**src/rtl/counter_pkg.sv**
```systemverilog
// Shared types and helpers for the up/down counter.
package counter_pkg;

  typedef enum logic {
    MODE_WRAP,
    MODE_SAT
  } count_mode_e;

  // Limit a value to the top of the legal count range.
  function automatic logic [31:0] clamp_val(input logic [31:0] v, input logic [31:0] max);
    return (v > max) ? max : v;
  endfunction

endpackage

```
**src/rtl/counter_updown_if.sv**
```systemverilog
// Control and status bundle of the up/down counter.
interface counter_updown_if #(
  parameter int unsigned WIDTH = 6
) ();
  import counter_pkg::*;

  logic             a;
  logic             up;
  logic             load;
  logic [WIDTH-1:0] loadValue;
  logic [WIDTH-1:0] initValue;
  logic             clrOvf;
  logic [WIDTH-1:0] count;
  logic             tc;
  logic             ovf;
  logic             atMax;
  logic             atZero;

  modport master (
    output a, up, load, loadValue, initValue, clrOvf,
    input  count, tc, ovf, atMax, atZero
  );

  modport slave (
    input  a, up, load, loadValue, initValue, clrOvf,
    output count, tc, ovf, atMax, atZero
  );

endinterface

```
**src/rtl/rise_detect.sv**
```systemverilog
// Single-cycle rising-edge detector for the count request.
module rise_detect
  import counter_pkg::*;
(
  input  logic clk,
  input  logic rst,
  input  logic d,
  output logic rise
);

  logic d_q;

  // History keeps tracking during reset, so a level held through reset is no edge.
  always_ff @(posedge clk) begin
    d_q <= d;
  end

  assign rise = d & ~d_q & ~rst;

endmodule

```
**src/rtl/counter_updown.sv**
```systemverilog
// Parametrised up/down event counter with programmable modulus, wrap or
// saturate bounds, level or edge counting, runtime load and boundary flags.
module counter_updown
  import counter_pkg::*;
#(
  parameter int unsigned WIDTH     = 6,
  parameter int unsigned MAX_COUNT = (1 << WIDTH) - 1,
  parameter bit          SATURATE  = 1'b0,
  parameter bit          EDGE_MODE = 1'b0
) (
  input logic            clk,
  input logic            rst,
  counter_updown_if.slave bus
);

  localparam count_mode_e      Mode   = SATURATE ? MODE_SAT : MODE_WRAP;
  localparam logic [WIDTH-1:0] MaxVal = WIDTH'(MAX_COUNT);

  if (WIDTH < 2 || MAX_COUNT < 1 || 64'(MAX_COUNT) > ((64'd1 << WIDTH) - 64'd1)) begin : g_bad_cfg
    $fatal(1, "counter_updown: MAX_COUNT must lie in 1 .. 2**WIDTH-1 and WIDTH >= 2");
  end

  logic             step;
  logic [WIDTH-1:0] count_q, count_d;
  logic             tc_q, tc_d;
  logic             ovf_q, ovf_d;
  logic             boundary;

  if (EDGE_MODE) begin : g_edge
    rise_detect u_rise (
      .clk  (clk),
      .rst  (rst),
      .d    (bus.a),
      .rise (step)
    );
  end else begin : g_level
    assign step = bus.a;
  end

  // Next count and flags; bounds are checked explicitly, never by natural wrap.
  always_comb begin
    count_d  = count_q;
    boundary = 1'b0;
    if (bus.load) begin
      count_d = WIDTH'(clamp_val(32'(bus.loadValue), MAX_COUNT));
    end else if (step) begin
      if (bus.up) begin
        if (count_q >= MaxVal) begin
          boundary = 1'b1;
          count_d  = (Mode == MODE_SAT) ? MaxVal : '0;
        end else begin
          count_d = count_q + WIDTH'(1);
        end
      end else begin
        if (count_q == '0) begin
          boundary = 1'b1;
          count_d  = (Mode == MODE_SAT) ? '0 : MaxVal;
        end else begin
          count_d = count_q - WIDTH'(1);
        end
      end
    end
    tc_d  = boundary;
    // A boundary event beats a simultaneous clear.
    ovf_d = boundary | (ovf_q & ~bus.clrOvf);
  end

  // State registers with synchronous reset to the clamped initial value.
  always_ff @(posedge clk) begin
    if (rst) begin
      count_q <= WIDTH'(clamp_val(32'(bus.initValue), MAX_COUNT));
      tc_q    <= 1'b0;
      ovf_q   <= 1'b0;
    end else begin
      count_q <= count_d;
      tc_q    <= tc_d;
      ovf_q   <= ovf_d;
    end
  end

  assign bus.count  = count_q;
  assign bus.tc     = tc_q;
  assign bus.ovf    = ovf_q;
  assign bus.atMax  = (count_q == MaxVal);
  assign bus.atZero = (count_q == '0);

endmodule
```
**src/flat_wrapper.sv**
```systemverilog
// flat-port wrapper written by rule: the top's interface ports become plain ports
module counter_updown_flat import counter_pkg::*;
#(
  parameter int unsigned WIDTH     = 6,
  parameter int unsigned MAX_COUNT = (1 << WIDTH) - 1,
  parameter bit          SATURATE  = 1'b0,
  parameter bit          EDGE_MODE = 1'b0
)
  (clk, rst, bus_a, bus_up, bus_load, bus_loadValue, bus_initValue, bus_clrOvf, bus_count, bus_tc, bus_ovf, bus_atMax, bus_atZero);
  counter_updown_if #(.WIDTH(WIDTH)) bus_i ();
  input logic clk;
  input logic rst;
  input wire logic [$bits(bus_i.a)-1:0] bus_a;
  input wire logic [$bits(bus_i.up)-1:0] bus_up;
  input wire logic [$bits(bus_i.load)-1:0] bus_load;
  input wire logic [$bits(bus_i.loadValue)-1:0] bus_loadValue;
  input wire logic [$bits(bus_i.initValue)-1:0] bus_initValue;
  input wire logic [$bits(bus_i.clrOvf)-1:0] bus_clrOvf;
  output wire logic [$bits(bus_i.count)-1:0] bus_count;
  output wire logic [$bits(bus_i.tc)-1:0] bus_tc;
  output wire logic [$bits(bus_i.ovf)-1:0] bus_ovf;
  output wire logic [$bits(bus_i.atMax)-1:0] bus_atMax;
  output wire logic [$bits(bus_i.atZero)-1:0] bus_atZero;
  assign bus_i.a = bus_a;
  assign bus_i.up = bus_up;
  assign bus_i.load = bus_load;
  assign bus_i.loadValue = bus_loadValue;
  assign bus_i.initValue = bus_initValue;
  assign bus_i.clrOvf = bus_clrOvf;
  assign bus_count = bus_i.count;
  assign bus_tc = bus_i.tc;
  assign bus_ovf = bus_i.ovf;
  assign bus_atMax = bus_i.atMax;
  assign bus_atZero = bus_i.atZero;
  counter_updown #(.WIDTH(WIDTH), .MAX_COUNT(MAX_COUNT), .SATURATE(SATURATE), .EDGE_MODE(EDGE_MODE)) u_core (.clk(clk), .rst(rst), .bus(bus_i));
endmodule
```
**config.mk**
```make
export PLATFORM = sky130hd
export DESIGN_NAME = counter_updown_flat
export DESIGN_NICKNAME = d
export VERILOG_FILES = /design/src/rtl/counter_pkg.sv /design/src/rtl/counter_updown_if.sv /design/src/rtl/rise_detect.sv /design/src/rtl/counter_updown.sv /design/src/flat_wrapper.sv
export SDC_FILE = /design/constraint.sdc
export NUM_CORES = 1
export LEC_CHECK = 0
export ABC_CLOCK_PERIOD_IN_PS = 2000
export BUFFER_PORTS_ARGS = -buffer_cell sky130_fd_sc_hd__buf_2
export CAP_MARGIN = 20
export CORE_ASPECT_RATIO = 0.75
export CORE_UTILIZATION = 30
export DETAILED_ROUTE_END_ITERATION = 16
export GPL_TIMING_DRIVEN = 1
export SYNTH_ARGS = -nofsm -noshare
export SYNTH_HDL_FRONTEND = slang
export SYNTH_SLANG_ARGS = --single-unit
```
**constraint.sdc**
```tcl
create_clock -name clk -period 2 [get_ports clk]
set_clock_uncertainty 0.2 [all_clocks]
set_input_delay 0 -clock clk [delete_from_list [all_inputs] [get_ports clk]]
set_output_delay 0 -clock clk [all_outputs]
set_load 0.1 [all_outputs]
```
==> results.json, run 1 <==
{
  "cts_sinks": 8,
  "syn_to_final_growth_pct": 64.9,
  "synth_edf_count": 6,
  "antenna_left": 0,
  "cts_tree": "yes",
  "start_kind": "input pin",
  "grt_pass1_vias": 773,
  "dieArea_mm2": 0.00257,
  "rsz0062_at_grt": "no",
  "status": "complete, no violations",
  "endpoint_kind": "flop",
  "antenna_found_initial": 0,
  "numCtsBuffers": 3,
  "cts_root_buffer": "clkbuf_4",
  "drcViolationCount": 0,
  "fin_crit_sh": 0.963,
  "initial_core_util": 0.335,
  "multi_input_area_um2": 459,
  "synth_ff_type": "edfxtp_1",
  "worstReg2RegStart": "u_core.bus.count[4]",
  "seq_area_frac_synth": 0.310,
  "drive_above_1_share": 0.403,
  "finalHoldWorstSlack_ps": 33.0,
  "p_leak_nw": 0.511,
  "finalInstanceArea_mm2": 0.00117,
  "worstHoldPathCells": 3,
  "hold_violations": 0,
  "r2r_setup_slack_ps": 130,
  "die_y_um": 44.1,
  "vias": 816,
  "mostFrequentLayoutCells": "24 x buf_2, 16 x dlygate4sd3_1, 9 x buf_4",
  "num_io_pins": 28,
  "avgRoutedWirePerCell_um": 13.2,
  "min_period_ps": 1930,
  "netlist_instances": 78,
  "reg2reg_depth": 4,
  "grt_max_degree": 13,
  "hpwl_um": 1480,
  "slew_headroom": 0.676,
  "clk_pin_slew_ps": 60,
  "mostFrequentLayoutCell": "buf_2",
  "grt_overflow": 0,
  "postSynth.asyncResetShare": 0,
  "clockBufferDepth": 2,
  "syn-num-nets": 99,
  "die_x_um": 58.2,
  "fill_cells": 205,
  "path_cells": "dlygate4sd3_1 > clkbuf_4 > clkinvlp_4 > a31oi_1 > dlygate4sd3_1 > o21ai_1",
  "dp_cells": 137,
  "coreArea_mm2": 0.00212,
  "power_density_mw_per_mm2": 608,
  "worstPathRequired_ps": 1800,
  "synth.distinct_cells": 39,
  "drtIter0Drc": 19,
  "final_core_util": 0.552,
  "finalNonFillerCells": 161,
  "cp_common_cell": "dlygate4sd3_1",
  "reg2reg_to": "u_core.bus.count[5]",
  "arrival_ps": 1730,
  "max_stage_delay_ps": 580,
  "maxCapViolCount": 0,
  "setup_violations": 0,
  "routabilityCongestion": 0.791,
  "wl_um": 2120,
  "regArea_um2": 220,
  "crit_fanout": 8,
  "worstSetupPathType": "input pin to flop",
  "rows": 14,
  "min_to": "u_core.bus.count[5]",
  "worst_pin_slew_ps": 489,
  "grt_pass1_wl_um": 3460,
  "drv_slew": 0,
  "vias_per_cell": 5.07,
  "nNetsFinal": 151,
  "grt_usage": 0.182,
  "netlist_area_um2": 709,
  "dr.pass1.iters": 4,
  "hold_class": "input pin to flop",
  "syn_avg_cell_area_um2": 9.10,
  "synth-seq-cells": 8,
  "htreeDepth": 1,
  "crit_slowest_cell": "dlygate4sd3_1",
  "cp.buffers_inverters": 4,
  "placed_area_um2": 940,
  "tns_ps": 0,
  "yosys_warnings": 0,
  "antennaDiodeCount": 0,
  "hold_path.startpoint": "bus_load",
  "ir_drop_mv": 0.268,
  "portBuffers": 27,
  "insertion_delay_ps": 260,
  "fmax_ghz": 0.519,
  "critPathTopFamily": "buffers and inverters"
}
## tightest hold or removal path: stages
cell and delay, ps:
buf_2 190, a21oi_1 60, a21oi_1 120
## cell usage after synthesis, types with 2 or more instances
cell       number  area, µm²
a21oi_1         6       30.0
a2bb2oi_1       2       17.5
a31oi_1         4       25.0
and3_4          2       22.5
buf_4           2       15.0
dfxtp_1         2       40.0
edfxtp_1        6        180
ha_1            3       37.5
inv_1           6       22.5
nand2_1         6       22.5
nand3_1         2       10.0
nor2_1          2       7.51
nor3b_1         2       15.0
o21a_1          2       15.0
o21ai_0         2       10.0
o22ai_1         2       12.5
o31ai_1         2       15.0
xor2_1          4       35.0
## kinds of logic (layout without fill, tap and decap cells)
kind of cell	after synthesis	count (layout)	synth area share
buffers and inverters	11	62	0.0811
xor gates and xnor gates	4	4	0.0494
muxes	2	2	0.0353
adders and majority gates	3	3	0.0529
AOI/OAI and AO/OA	26	26	0.247
DFF	8	8	0.310
and+or+nand+nor	24	24	0.224
## per-layer routing
| metal | wire [µm] | up-vias | GRT usage |
|---|---|---|---|
| li1 | - | 395 | - |
| met1 | 973 | 384 | 0.238 |
| met2 | 1000 | 35 | 0.313 |
| met3 | 137 | 2 | 0.0351 |
| met4 | 6 | 0 | 0.0429 |
| met5 | 0 | - | 0 |
## power breakdown
group | internal [mW] | leakage (nW) | switching [mW]
Sequential | 0.198 | 0.0783 | 0.0293
Combinational | 0.128 | 0.418 | 0.216
Clock | 0.0768 | 0.0150 | 0.0632
Total | 0.403 | 0.511 | 0.309
## layout make-up
class                           instances  area share
Multi-Input combinational cell         59       0.393
Timing Repair Buffer                   52       0.338
Sequential cell                         8       0.188
Tap cell                               32      0.0342
Inverter                                6      0.0246
Clock buffer                            4      0.0225
## flip-flops by register name (all words and copies together), names as in the netlist
name              flops
u_core.bus.ovf        1
u_core.bus.count      6
u_core.bus.tc         1
## per-stage QoR
stage | total power [mW] | setup WS, ps
floorplan | 0.465 | -1210
global placement | 0.526 | 110
detailed placement | 0.532 | 56.8
CTS | 0.696 | 2.68
global route | 0.756 | 1.48
finish | 0.712 | 73.6
## how the worst max path moves through the flow
stage,cells after the start,from,endpoint
floorplan,7,u_core.bus.count[0],u_core.bus.count[0]
global placement,4,u_core.bus.count[2],u_core.bus.count[0]
detailed placement,6,u_core.bus.count[0],u_core.bus.count[4]
CTS,4,u_core.bus.count[2],bus_atZero
global route,6,rst,u_core.bus.count[3]
finish,6,rst,u_core.bus.count[3]
## repair_timing
item | in CTS | in global routing
hold endpoints to repair | 8 | 0
setup endpoints to repair | 0 | 5
gates resized for setup | 0 | 5
setup buffers | 0 | 4
hold buffers | 16 | 0
(Power assumes the default switching activity.)
==> run 2: changes to the inputs <==
--- a/config.mk
+++ b/config.mk
@@ -5,7 +5,7 @@
 export SDC_FILE = /design/constraint.sdc
 export NUM_CORES = 1
 export LEC_CHECK = 0
-export ABC_CLOCK_PERIOD_IN_PS = 2000
+export ABC_CLOCK_PERIOD_IN_PS = 2400
 export BUFFER_PORTS_ARGS = -buffer_cell sky130_fd_sc_hd__buf_2
 export CAP_MARGIN = 20
 export CORE_ASPECT_RATIO = 0.75
==> constraint.sdc (replaced) <==
create_clock -name clk -period 2.4 [get_ports clk]
set_clock_uncertainty 0.2 [all_clocks]
set_input_delay 0 -clock clk [delete_from_list [all_inputs] [get_ports clk]]
set_output_delay 0 -clock clk [all_outputs]
set_load 0.1 [all_outputs]
==> run 2 against run 1 <==
Sequential cell count did not move. Worst hold slack improved by 40 ps. Total power fell by 23%. Sequential power fell by 12%. Register-to-register slack improved by 20 ps. Critical path depth did not move. Utilization fell by 5.4 points. Cell area fell by 9.8%. Clock power fell by 26%. Non-clock buffer count fell by 9. Setup slack improved by 72 ps. Count of clock-buffer cells in the layout fell by 1. Critical path type is now flop to flop. Critical endpoint is now u_core.bus.count[1].
==> results.json, run 2 (same netlist as run 1, synthesis figures left out) <==
{
  "endpoint_kind": "flop",
  "ir_drop_mv": 0.176,
  "r2r_setup_slack_ps": 150,
  "routabilityCongestion": 0.780,
  "die_x_um": 58.2,
  "largest_reg_flops": 6,
  "hold_class": "input pin to flop",
  "final_core_util": 0.498,
  "drive_above_1_share": 0.336,
  "antenna_found_initial": 0,
  "die_y_um": 44.1,
  "arrival_ps": 2060,
  "maxCapViolCount": 0,
  "htreeDepth": 1,
  "coreArea_mm2": 0.00212,
  "dp_cells": 132,
  "avgRoutedWirePerCell_um": 13.1,
  "worstPathRequired_ps": 2200,
  "cts_tree": "yes",
  "fin_crit_sh": 0.939,
  "drtIter0Drc": 23,
  "rsz0062_at_grt": "no",
  "mostFrequentLayoutCell": "buf_2",
  "min_period_ps": 2250,
  "worstSetupPathType": "flop to flop",
  "grt_usage": 0.177,
  "cts_root_buffer": "clkbuf_4",
  "reg2reg_depth": 6,
  "tns_ps": 0,
  "dr.pass1.iters": 4,
  "drcViolationCount": 0,
  "min_to": "u_core.bus.count[3]",
  "reg2reg_to": "u_core.bus.count[1]",
  "drv_slew": 0,
  "dp_slack_ps": 350,
  "crit_fanout": 9,
  "start_kind": "flop",
  "initial_core_util": 0.335,
  "power_density_mw_per_mm2": 523,
  "fill_cells": 210,
  "finalInstanceArea_mm2": 0.00105,
  "setup_violations": 0,
  "status": "complete, no violations",
  "grt_pass1_vias": 701,
  "portBuffers": 27,
  "fmax_ghz": 0.444,
  "timing.critical_path.from": "u_core.bus.count[1]",
  "placed_area_um2": 872,
  "dieArea_mm2": 0.00257,
  "wl_um": 1980,
  "syn_to_final_growth_pct": 48.7,
  "clk_pin_slew_ps": 60,
  "clockBufferDepth": 2,
  "cts_resized": 0,
  "numCtsBuffers": 3,
  "finalNonFillerCells": 151,
  "hold_path.startpoint": "bus_up",
  "grt_max_degree": 13,
  "mostFrequentLayoutCells": "27 x buf_2, 16 x dlygate4sd3_1, 6 x a21oi_1, 6 x nand2_1, 6 x edfxtp_1",
  "vias": 748,
  "rows": 14,
  "num_io_pins": 28,
  "path_cells": "inv_2 > ha_4 > xor2_1 > o211ai_1 > o21a_1 > dlygate4sd3_1",
  "grt_pass1_wl_um": 3300,
  "worstHoldPathCells": 3,
  "worstReg2RegStart": "u_core.bus.count[1]",
  "setup_ws_ps": 146,
  "worst_pin_slew_ps": 495,
  "p_leak_nw": 0.462,
  "insertion_delay_ps": 250,
  "nNetsFinal": 142,
  "antennaDiodeCount": 0,
  "crit_slowest_cell": "edfxtp_1",
  "slew_headroom": 0.672,
  "antenna_left": 0,
  "cts_setup_buffers": 0,
  "vias_per_cell": 4.95,
  "hpwl_um": 1380,
  "cts_hold_buf": 16,
  "hold_violations": 0,
  "max_stage_delay_ps": 540,
  "grt_overflow": 0,
  "cts_sinks": 8
}
-- run 2: changes by cell type in the layout (fill, tap and decap cells not counted), sizes merged --
cell and change:
buf -8, clkbuf -2, clkinvlp -1, inv +1
-- run 2: final cells by class --
type	instances	area, µm²	area share
multi-input cells	59	452	0.428
well taps	32	40.0	0.0380
repair buffers	43	295	0.280
inverters	6	25.0	0.0237
flip-flops and latches	8	220	0.209
clock buffers	3	22.5	0.0214
-- run 2: power breakdown --
group	internal, mW	switching, mW
registers	0.165	0.0342
clock network	0.0573	0.0460
logic	0.0870	0.162
total	0.309	0.242
-- run 2: routing by layer --
metal | global-route usage | vias up | wire length, µm
met3 | 0.0439 | 2 | 70
met1 | 0.228 | 345 | 950
met2 | 0.294 | 21 | 948
met4 | 0.0571 | 0 | 10
met5 | 0 | - | 0
li1 | - | 380 | -
-- run 2: per-stage QoR --
step                hold slack, ps  total power, mW
floorplan                    -53.0            0.388
global route                  98.9            0.584
finish                        73.2            0.551
global placement              56.8            0.424
detailed placement            76.6            0.426
CTS                           24.7            0.551
-- run 2: how the worst max path moves through the flow --
stage          depth (start not counted)  slack, ps                  end
2_1_floorplan                          7       -820  u_core.bus.count[0]
3_3_place_gp                           6        410  u_core.bus.count[4]
3_5_place_dp                           6        350  u_core.bus.count[4]
4_1_cts                                6        140  u_core.bus.count[1]
5_1_grt                                6         50  u_core.bus.count[1]
6_report                               6        150  u_core.bus.count[1]
-- run 2: worst max-delay path, delay by kind of cell, from the launching register on --
family | cells | cell delay (ps)
compound gates | 2 | 220
buf+inv | 2 | 640
flops | 1 | 540
fa+ha+maj | 1 | 270
xor+xnor | 1 | 150
